===== src/rtl/sender_pkg.sv =====
// Shared types and defaults for the burst sender controller and its word buffer.
`timescale 1ns/1ps
package sender_pkg;

    localparam int unsigned DEF_DATA_W   = 16;
    localparam int unsigned DEF_DEPTH    = 16;
    localparam int unsigned DEF_TX_PULSE = 3;
    // Pulse-width counter is sized for the full 1..15 TX_PULSE range
    localparam int unsigned PCNT_W       = 4;

    typedef enum logic [2:0] {
        IDLE,
        RD,
        LATCH,
        PULSE,
        WAIT_ACK,
        WAIT_DONE
    } state_t;

endpackage


===== src/rtl/sender_buf.sv =====
// DEPTH x DATA_W word store: one synchronous write port, one synchronous read port.
`timescale 1ns/1ps
module sender_buf #(
    parameter int unsigned DATA_W = 16,
    parameter int unsigned DEPTH  = 16,
    parameter int unsigned ADDR_W = $clog2(DEPTH)
) (
    input  logic              clk,
    input  logic              wr_en,
    input  logic [ADDR_W-1:0] wr_addr,
    input  logic [DATA_W-1:0] wr_data,
    input  logic [ADDR_W-1:0] rd_addr,
    output logic [DATA_W-1:0] rd_data
);

    logic [DATA_W-1:0] mem [DEPTH];

    // Contents are deliberately not reset; read data lags the address by one cycle
    always_ff @(posedge clk) begin
        if (wr_en) begin
            mem[wr_addr] <= wr_data;
        end
        rd_data <= mem[rd_addr];
    end

endmodule


===== src/rtl/sender_burst_ctrl.sv =====
// Buffers host words while idle, then streams them to the SDR serializer
// with a Transmit/Ready handshake; supports loop mode, abort and clear.
`timescale 1ns/1ps
module sender_burst_ctrl
    import sender_pkg::*;
#(
    parameter int unsigned DATA_W   = DEF_DATA_W,
    parameter int unsigned DEPTH    = DEF_DEPTH,
    parameter int unsigned ADDR_W   = $clog2(DEPTH),
    parameter int unsigned TX_PULSE = DEF_TX_PULSE
) (
    input  logic              clk,
    input  logic              Reset,
    input  logic [DATA_W-1:0] wr_data,
    input  logic              wr_en,
    input  logic              start,
    input  logic              abort,
    input  logic              clr,
    input  logic              loop_mode,
    input  logic              Ready,
    output logic              Transmit,
    output logic [DATA_W-1:0] sdrDataIn,
    output logic [ADDR_W:0]   count,
    output logic              full,
    output logic              empty,
    output logic              busy,
    output logic              done,
    output logic              overflow
);

    localparam int unsigned CNT_W = ADDR_W + 1;

    state_t            state;
    state_t            state_next;
    logic [ADDR_W-1:0] rd_ptr;
    logic              loop_q;
    logic [PCNT_W-1:0] pulse_cnt;
    logic [CNT_W-1:0]  count_next;
    logic [DATA_W-1:0] rd_data;

    logic last_word_c;
    logic pulse_end_c;
    logic wr_accept_c;
    logic cnt_clr_c;
    logic ovf_set_c;
    logic burst_start_c;
    logic data_latch_c;
    logic pulse_run_c;
    logic ptr_inc_c;
    logic ptr_wrap_c;
    logic done_set_c;

    assign last_word_c = (CNT_W'(rd_ptr) + CNT_W'(1)) >= count;
    assign pulse_end_c = (state == PULSE) && (pulse_cnt == PCNT_W'(TX_PULSE - 1));

    sender_buf #(
        .DATA_W (DATA_W),
        .DEPTH  (DEPTH),
        .ADDR_W (ADDR_W)
    ) u_buf (
        .clk     (clk),
        .wr_en   (wr_accept_c),
        .wr_addr (count[ADDR_W-1:0]),
        .wr_data (wr_data),
        .rd_addr (rd_ptr),
        .rd_data (rd_data)
    );

    // State register
    always_ff @(posedge clk or posedge Reset) begin
        if (Reset) begin
            state <= IDLE;
        end else begin
            state <= state_next;
        end
    end

    // Next-state logic; abort overrides every non-idle transition
    always_comb begin
        state_next = state;
        if (state != IDLE && abort) begin
            state_next = IDLE;
        end else begin
            case (state)
                IDLE:      if (!clr && !wr_en && start && !empty) state_next = RD;
                RD:        state_next = LATCH;
                LATCH:     if (Ready) state_next = PULSE;
                PULSE:     if (pulse_end_c) state_next = WAIT_ACK;
                WAIT_ACK:  if (!Ready) state_next = WAIT_DONE;
                WAIT_DONE: begin
                    if (Ready) begin
                        state_next = (last_word_c && !loop_q) ? IDLE : RD;
                    end
                end
                default:   state_next = IDLE;
            endcase
        end
    end

    // Datapath strobes decoded from state; idle priority is clr > wr_en > start
    always_comb begin
        wr_accept_c   = 1'b0;
        cnt_clr_c     = 1'b0;
        ovf_set_c     = 1'b0;
        burst_start_c = 1'b0;
        data_latch_c  = 1'b0;
        pulse_run_c   = 1'b0;
        ptr_inc_c     = 1'b0;
        ptr_wrap_c    = 1'b0;
        done_set_c    = 1'b0;
        case (state)
            IDLE: begin
                if (clr) begin
                    cnt_clr_c = 1'b1;
                end else if (wr_en) begin
                    if (full) ovf_set_c = 1'b1;
                    else      wr_accept_c = 1'b1;
                end else if (start && !empty) begin
                    burst_start_c = 1'b1;
                end
            end
            LATCH:     data_latch_c = !abort;
            PULSE:     pulse_run_c  = !abort;
            WAIT_DONE: begin
                if (Ready && !abort) begin
                    if (!last_word_c)  ptr_inc_c  = 1'b1;
                    else if (loop_q)   ptr_wrap_c = 1'b1;
                    else               done_set_c = 1'b1;
                end
            end
            default: ;
        endcase
    end

    always_comb begin
        count_next = count;
        if (cnt_clr_c) begin
            count_next = '0;
        end else if (wr_accept_c) begin
            count_next = count + CNT_W'(1);
        end
    end

    // Registered pointers, flags and serializer-facing outputs
    always_ff @(posedge clk or posedge Reset) begin
        if (Reset) begin
            count     <= '0;
            full      <= 1'b0;
            empty     <= 1'b1;
            rd_ptr    <= '0;
            loop_q    <= 1'b0;
            pulse_cnt <= '0;
            sdrDataIn <= '0;
            Transmit  <= 1'b0;
            busy      <= 1'b0;
            done      <= 1'b0;
            overflow  <= 1'b0;
        end else begin
            count    <= count_next;
            full     <= (count_next == CNT_W'(DEPTH));
            empty    <= (count_next == '0);
            done     <= done_set_c;
            overflow <= ovf_set_c;
            Transmit <= (state_next == PULSE);
            busy     <= (state_next != IDLE);
            if (burst_start_c) begin
                loop_q <= loop_mode;
            end
            if (burst_start_c || ptr_wrap_c) begin
                rd_ptr <= '0;
            end else if (ptr_inc_c) begin
                rd_ptr <= rd_ptr + ADDR_W'(1);
            end
            if (pulse_run_c && !pulse_end_c) begin
                pulse_cnt <= pulse_cnt + PCNT_W'(1);
            end else begin
                pulse_cnt <= '0;
            end
            if (data_latch_c) begin
                sdrDataIn <= rd_data;
            end
        end
    end

endmodule


===== config.mk =====
export PLATFORM = sky130hd
export DESIGN_NAME = sender_burst_ctrl
export DESIGN_NICKNAME = d
export VERILOG_FILES = /design/src/rtl/sender_pkg.sv /design/src/rtl/sender_buf.sv /design/src/rtl/sender_burst_ctrl.sv
export SDC_FILE = /design/constraint.sdc
export NUM_CORES = 1
export LEC_CHECK = 0
export ABC_AREA = 1
export CAP_MARGIN = 30
export CORE_ASPECT_RATIO = 1.5
export CORE_MARGIN = 1.5
export CORE_UTILIZATION = 46
export DETAILED_ROUTE_END_ITERATION = 8
export PLACE_DENSITY = 0.72
export SYNTH_ARGS = -nofsm -noshare
export SYNTH_HDL_FRONTEND = slang
export SYNTH_HIERARCHICAL = 1
export SYNTH_SLANG_ARGS = --single-unit

===== constraint.sdc =====
create_clock -name clk -period 3.2 [get_ports clk]
set_clock_uncertainty 0.2 [all_clocks]
set_input_delay 0.96 -clock clk [delete_from_list [all_inputs] [get_ports clk]]
set_output_delay 0.96 -clock clk [all_outputs]
set_load 0.02 [all_outputs]

# == Yosys cells after proc, flatten, opt, wreduce, memory -nomap -nowiden ==
# Memory sizes are Yosys's and may differ from the RTL's. A register that Yosys moved wholly into a read port is not among the register bits.
# Index checks and enable logic that the tools add are counted.
# totals
ram_bits,256
memories,1
out_inout_bits,27
elab_cells,89
regBits,39
# classes
n_reduce_logical,21
mux,42
n_eq_ne,8
n_lt_le_gt_ge,1
n_addsub,4
# memory_table
name,depth,width,rd,rd_ports_with_merged_regs,wr,line,source
u_buf.mem,16,16,1,1,1,sender_buf.sv:16,logic [DATA_W-1:0] mem [DEPTH];
# ops
op,count
two-way mux 1 bit,30
two-way mux 3 bit,6
case mux 3 bit (6 select lines),1
two-way mux 4 bit,3
two-way mux 5 bit,2
equality test 3 x 2 -> 1 bit (second input constant),3
logical AND 1 bit,9
adder 4 x 1 -> 4 bit (second input constant),2
equality test 3 bit (second input constant),2
logical NOT 1 bit,6
nonzero test 3 bit,2
adder 4 x 1 -> 5 bit (second input constant),1
adder 5 x 1 -> 5 bit (second input constant),1
equality test 5 bit (second input constant),1
>= comparator 5 bit,1
logical NOT 5 bit,1
equality test 4 x 2 -> 1 bit (second input constant),1
equality test 3 x 1 -> 1 bit (second input constant),1
logical NOT 3 bit,1
nonzero test 2 bit,1
logical OR 1 bit,1

# == Depth between registers and ports, before layout ==
# Gate-level depths: netlist (run 1).
# logic_depth
ltp_word,8
mapped_depth,13
ltp_nobuf,13

# == Cells and area by module ==
# Netlist (run 1), hierarchy kept.
# modules_own_cells
mod,seq_area_each_um2,area_per_inst_um2,cells_each,n_inst
sender_buf,8007.7,11380.9,1074,1
sender_burst_ctrl,977.2,1970.6,207,1

# == Worst setup path before layout (run 1) ==
# Ideal clock, no wire load.
# synth_timing
path_kind,input -> register
startpoint,in clr
endpoint,mem u_buf.mem[12][0] (enable)
path_stages,5
setup_slack_ps,351
n_path_buf,0
setup_ps,388
arrival_time_ps,2260
path_cell_list,inv_1 -> nand3_2 -> nor2_8 -> nand3_1 -> nor2_1
# synth_via
elab_chain_cells,4
# synth_rtl
item,line,source
"start, declared",sender_burst_ctrl.sv:18,"input logic clr,"
two-way mux 1 bit,sender_burst_ctrl.sv:113,if (clr) begin
two-way mux 1 bit,sender_burst_ctrl.sv:111,case (state)
via wr_accept_c,sender_burst_ctrl.sv:43,logic wr_accept_c;
two-way mux 1 bit,sender_buf.sv:20,if (wr_en) begin
two-way mux 1 bit (not written as such),sender_buf.sv:21,mem[wr_addr] <= wr_data;
"end, declared",sender_buf.sv:16,
# The timed path passes the listed nets, and every way through them passes these cells.

# == Worst setup path after layout (run 1) ==
# layout_timing
startpoint,reg count[2]
endpoint,out count[2]
# layout_lines
item,line,source
"start, declared",sender_burst_ctrl.sv:23,"output logic [ADDR_W:0] count,"
"start signal, assigned",sender_burst_ctrl.sv:159,count <= count_next;
# No word-level cell between the ends.

==> flow_summary_export.csv, run 1 <==
group,metric,value,unit
sta,slew_viol_final,0,
drt,wl,31100,um
placement,numPortBuffers,50,
synthesis,seq_area_frac_synth,67.3,%
synthesis,synth_area_per_cell,10.4,sq um
cts,hold_buffers,0,
run_status,status,"complete, no violations",
setup_path,crit_cells,1,
synthesis,synth_top_area_share,57.6,%
sta,max_freq,324,MHz
die,die_h,212,um
global_route,antenna_found_initial,0,
setup_path,critPathCaptureType,"output port",
setup_path,crit_required,2.04,ns
sta,final.setup.tns,0,ns
synthesis,synth_cells,1281,
sta,fin_crit,3.08,ns
placement,place_congestion,0.897,
placement,hpwl,20100,um
synthesis,netlist_top_cells_area,"edfxtp_1, nand2_1, nand3_1",
setup_path,slowest_delay,0.71,ns
setup_path,crit_fanout,11,
setup_path,cp_top_family,"buffers and inverters",
pwr,pwr-share-comb,31.8,%
global_route,grt.busiest_layer,"met2",
pwr,p_leak,0.00668,uW
global_route,overflow,0,
die,rows,76,
setup_path,cp_num_buf_inv,1,
synthesis,synth.largest_area_cell,"edfxtp_1",
worst_hold_path,min_path_type,"flip-flop to flip-flop",
drt,drcViolationCount,0,
layout,fin_nets,1386,
global_route,use_met2,35.8,%
worst_hold_path,worstHoldPathCells,1,
drt,viasPerCell,5.03,
cts,cts_made_buffers,27,
setup_path,startpoint_type,"flip-flop",
sta,rsz0062_at_grt,"no",
drt,ant_nets,0,
cts,path_clk_slew,0.06,ns
layout,drive_gt1_share,9.90,%
synthesis,syn_nets,1314,
synthesis,yosys_warnings,6,
setup_path,r2r_cells,12,
drt,drt_iter0_drc,978,
global_route,gr-usage-all-layers,21.2,%
die,core,28600,sq um
synthesis,synth_cell_types,33,
cts,htree_num_levels,1,
sta,setup_violations,0,
synthesis,synth_ff_type,"edfxtp_1",
synthesis,synth_edf_count,256,
cts,cts_buffer_depth,3,
drt,num_vias,8867,
drt,drt-wirelength-per-cell,17.6,um
setup_path,critical_path_class,"flip-flop to output port",
layout,area_growth_syn_to_layout,16.4,%
setup_path,arrival,1.92,ns
synthesis,ys_ff_latch,311,
synthesis,netlist_area,13400,sq um
layout,diodes,0,
die,start_util,46.6,%
flow_run,cap_violations,0,
pwr,power_density,788,nW/um^2
pwr,switching_share,34.5,%
global_route,grt_max_degree,67,
synthesis,async_flop_share,12.5,%
layout,fill_cells,2350,
pwr,power,12300,uW
pwr,p_seq_share,40.8,%
pwr,power.switching,4230,uW
setup_path,crit_chain,"clkdlybuf4s50_1",
cts,cts-root-buf,"clkbuf_16",
cts,clkSinkCount,311,
global_route,use_met1,26.3,%
die,die_w,142,um
drt,dr.pass1.iters,5,
pwr,p_clk_share,27.5,%
global_route,grt_pass1_vias,8363,
cts,cts_resized,0,
sta,hold_viol,0,
setup_path,slowest_stage,"clkdlybuf4s50_1",
global_route,grt_pass1_wl,47100,um
pwr,ir_worst_vdd,0.000457,V
sta,relSlewSlack,32.9,%
global_route,grtUsageMet3,1.88,%
die,ios,51,
pwr,intPower,8020,uW
cts,post_cts_buffers,0,
sta,fin_crit_sh,96.3,%
die,die_area,30100,sq um
cts,cts_tree,"done",
sta,tightest_slew,1.01,ns
cts,clk_latency,0.56,ns
sta,whs,0.260,ns
## layout by cell type (no fill, tap or decap), types with 17 or more instances in the layout
cell             instances
nand2_1                384
edfxtp_1               256
inv_1                  227
nand3_1                214
clkdlybuf4s50_1         50
dfrtp_1                 36
buf_4                   28
clkbuf_16               27
nor2_1                  17
nor2_2                  17
buf_12                  17
## cell type report
class / instances / area (sq um) / share of cell area, %
well taps: 390 / 488 / 3.14
inverters: 231 / 868 / 5.59
clock buffers: 30 / 687 / 4.42
clock inverters: 20 / 238 / 1.53
repair buffers: 95 / 1050 / 6.76
multi-input cells: 687 / 3220 / 20.7
flip-flops and latches: 311 / 8990 / 57.8
## registers in the layout, summed over array words and instances (netlist names), 3 cells and up
register / count
pulse_cnt: 4
count: 5
sdrDataIn: 16
rd_ptr: 4
u_buf/mem: 256
u_buf/rd_data: 16
state: 3
## per-layer routing
| metal | wire length [um] | share of wire [%] |
|---|---|---|
| met3 | 2070 | 6.7 |
| met5 | 0 | 0 |
| met1 | 11900 | 38 |
| met2 | 15100 | 49 |
| met4 | 1980 | 6.4 |
## cells in the mapped netlist (2+ instances only)
cell and n:
o21ai_0 3, ha_1 9, nand3_2 2, nand3b_1 3, mux2_2 16, buf_4 18
clkbuf_1 10, dfrtp_1 38, inv_2 4, edfxtp_1 256, inv_1 227, buf_2 19
xor2_1 3, nor2_1 33, a21oi_1 5, buf_6 4, dfxtp_1 16, xnor2_1 2
nand2_1 384, nand4_1 2, nand3_1 214, nor3_2 2
## power groups by stage
stage / clock (uW) / sequential (uW) / combinational [uW]
3_5_place_dp: 0 / 5080 / 3840
6_report: 3360 / 4990 / 3890
4_1_cts: 3410 / 5000 / 3860
2_1_floorplan: 0 / 5170 / 2480
3_3_place_gp: 0 / 5070 / 3770
5_1_grt: 3530 / 5040 / 4280
## stage by stage
stage | cell area [sq um] | std cells | setup slack (ns) | utilization (%)
2_1_floorplan | 13400 | 1281 | 0.351 | -
3_3_place_gp | 14600 | 1714 | 0.179 | 51.1
3_5_place_dp | 14600 | 1714 | 0.157 | 51.1
4_1_cts | 15500 | 1764 | 0.0900 | 54.3
5_1_grt | 15500 | 1764 | 0.0258 | 54.3
6_report | 15500 | 1764 | 0.117 | 54.3
## logic make-up (layout without fill, tap and decap cells)
family | after synthesis | in the layout | synth area share (%)
AO/OA/AOI/OAI | 11 | 11 | 0.459
XOR/XNOR | 5 | 5 | 0.328
adder cells (fa/ha/maj) | 9 | 9 | 0.843
buffers and inverters | 283 | 376 | 8.87
flip-flops | 311 | 311 | 67.3
multiplexers | 16 | 16 | 1.35
AND/OR/NAND/NOR | 646 | 646 | 20.9
## worst paths after layout
check                                         start                       end  slack [ns]
max                              count[2]$_DFF_PP0_                  count[2]        0.12
min                        u_buf/rd_data[6]$_DFF_P_  sdrDataIn[6]$_DFFE_PP0P_        0.26
max reg2reg                   rd_ptr[3]$_DFFE_PP0P_     rd_ptr[0]$_DFFE_PP0P_        0.59
min reg2reg                u_buf/rd_data[6]$_DFF_P_  sdrDataIn[6]$_DFFE_PP0P_        0.26
max in group asynchronous                     Reset     rd_ptr[0]$_DFFE_PP0P_        1.80
min in group asynchronous                     Reset  sdrDataIn[5]$_DFFE_PP0P_        0.61
(Power assumes the default switching activity.)
==> run 2, diff against run 1 <==
Settings changed: CORE_ASPECT_RATIO 1.5 to unset, CORE_UTILIZATION 46 to 55, GPL_ROUTABILITY_DRIVEN set to 0, PLACE_DENSITY 0.72 to 0.82.
==> run 2 against run 1 <==
Effect of this change: die area shrank 16%; global-route usage grew 4.8 points; first-iteration DRC count grew 46%.
==> flow_summary_export.csv, run 2 (same netlist as run 1, synthesis figures left out) <==
group,metric,value,unit
sta,rsz0062_at_grt,"no",
pwr,power.switching,4540,uW
setup_path,crit_cells,1,
global_route,grt_pass1_wl,49800,um
cts,cts_tree,"done",
die,die_area,25200,sq um
pwr,ir_worst_vdd,0.000576,V
sta,hold_viol,0,
cts,cts_made_buffers,29,
cts,path_clk_slew,0.06,ns
placement,placed_area,14600,sq um
placement,place_ws,0.112,ns
drt,drt_iter0_drc,1425,
cts,post_cts_buffers,0,
drt,num_vias,9339,
setup_path,r2r_cells,11,
layout,final_cell_area,15500,sq um
cts,clk_latency,0.57,ns
layout,fin_nets,1397,
worst_hold_path,hp-start,"u_buf/rd_data[13]$_DFF_P_",
drt,dr.pass1.iters,5,
drt,ant_nets,0,
die,ios,51,
setup_path,critical_path_class,"flip-flop to output port",
drt,viasPerCell,5.47,
cts,hold_buffers,0,
global_route,use_met2,44.5,%
sta,slew_viol_final,0,
setup_path,cp_num_buf_inv,1,
layout,most-common-layout-cells,"nand2_1, edfxtp_1, inv_1, nand3_1, clkdlybuf4s50_1",
sta,relSlewSlack,52.2,%
setup_path,startpoint_type,"flip-flop",
die,die_h,159,um
global_route,overflow,0,
drt,drt-wirelength-per-cell,19.0,um
setup_path,reg2reg_from,"rd_ptr[0]$_DFFE_PP0P_",
layout,drive_gt1_share,10.5,%
cts,cts_resized,0,
worst_hold_path,worstHoldPathCells,1,
worst_hold_path,min_path_type,"flip-flop to flip-flop",
setup_path,slowest_stage,"clkdlybuf4s50_1",
die,core,23600,sq um
sta,setup_violations,0,
placement,hpwl,20300,um
flow_run,cap_violations,0,
setup_path,crit_required,2.04,ns
placement,numPortBuffers,50,
pwr,p_leak,0.00673,uW
cts,clkSinkCount,311,
layout,mostFrequentLayoutCell,"nand2_1",
layout,diodes,0,
run_status,status,"complete, no violations",
setup_path,crit_fanout,10,
global_route,gr-usage-all-layers,26.0,%
pwr,pwr-share-comb,33.8,%
setup_path,r2r_setup_slack,0.66,ns
pwr,intPower,7960,uW
pwr,p_seq_share,39.8,%
setup_path,cp_top_family,"buffers and inverters",
sta,fin_ws,0.170,ns
layout,regMostFlops,"u_buf/mem",
die,start_util,56.5,%
cts,htree_num_levels,1,
layout,fill_cells,1659,
sta,fin_crit_sh,94.7,%
sta,tightest_slew,0.717,ns
setup_path,slowest_delay,0.71,ns
setup_path,critPathCaptureType,"output port",
sta,max_freq,330,MHz
setup_path,crit_chain,"clkdlybuf4s50_1",
layout,reg_top3,"u_buf/mem: 256 flops, sdrDataIn: 16 flops, u_buf/rd_data: 16 flops",
sta,fin_crit,3.03,ns
pwr,switching_share,36.3,%
layout,largest_reg_flops,256,
cts,cts_buffer_depth,3,
pwr,power_density,807,nW/um^2
drt,wl,32500,um
die,rows,56,
global_route,grt_max_degree,68,
pwr,p_clk_share,26.4,%
die,die_w,159,um
layout,area_growth_syn_to_layout,16.0,%
global_route,use_met1,31.9,%
sta,final.setup.tns,0,ns
global_route,antenna_found_initial,1,
global_route,grt_pass1_vias,9118,
cts,cts-root-buf,"clkbuf_16",
setup_path,r2r-end,"rd_ptr[2]$_DFFE_PP0P_",
worst_hold_path,min_to,"sdrDataIn[13]$_DFFE_PP0P_",
drt,drcViolationCount,0,
global_route,grt.busiest_layer,"met2",
setup_path,arrival,1.87,ns
global_route,grtUsageMet3,5.15,%
[run 2: power groups by stage]
stage          sequential, uW  clock (uW)  combinational (uW)
4_1_cts                  4970        3330                4120
2_1_floorplan            5170           0                2480
6_report                 4970        3300                4230
3_5_place_dp             5050           0                4070
3_3_place_gp             5040           0                3920
5_1_grt                  5000        3470                4520
[run 2: per-layer routing]
metal / up-vias / wire [um]
li1: 4295 / -
met1: 4374 / 11700
met2: 560 / 15800
met3: 110 / 3480
met4: 0 / 1430
met5: - / 0
[run 2: how the worst max path moves through the flow]
| stage | start | to |
|---|---|---|
| global route | count[0]$_DFF_PP0_ | count[0] |
| floorplan | clr | u_buf/mem[12][0]$_DFFE_PP_ |
| CTS | count[0]$_DFF_PP0_ | count[0] |
| global placement | clr | u_buf/mem[8][10]$_DFFE_PP_ |
| finish | count[0]$_DFF_PP0_ | count[0] |
| detailed placement | clr | u_buf/mem[6][13]$_DFFE_PP_ |
[run 2: through the flow]
stage | cells | hold WS, ns | utilization (%) | total power (uW)
CTS | 1706 | 0.266 | 65.6 | 12400
floorplan | 1281 | 0.240 | - | 7650
finish | 1706 | 0.264 | 65.6 | 12500
global placement | 1651 | 0.247 | 61.6 | 8960
global route | 1706 | 0.269 | 65.6 | 13000
detailed placement | 1652 | 0.252 | 61.7 | 9120
[run 2: final cells by class]
cell class | count | area (sq um) | area share (%)
Multi-Input combinational cell | 687 | 3220 | 20.8
Tap cell | 319 | 399 | 2.58
Sequential cell | 311 | 8990 | 58.1
Timing Repair Buffer | 104 | 1090 | 7.03
Inverter | 231 | 868 | 5.61
Clock buffer | 39 | 805 | 5.20
Clock inverter | 15 | 111 | 0.719
[run 2: worst reg2reg max path: stages, from the launching register on]
cell	delay, ns
dfrtp_4	0.45
buf_4	0.59
ha_1	0.37
inv_1	0.05
nand2_1	0.05
nand2_1	0.06
nand3_1	0.14
nand2_1	0.12
nand2_1	0.13
nand2_1	0.16
nand3_1	0.10
nand2_1	0.06
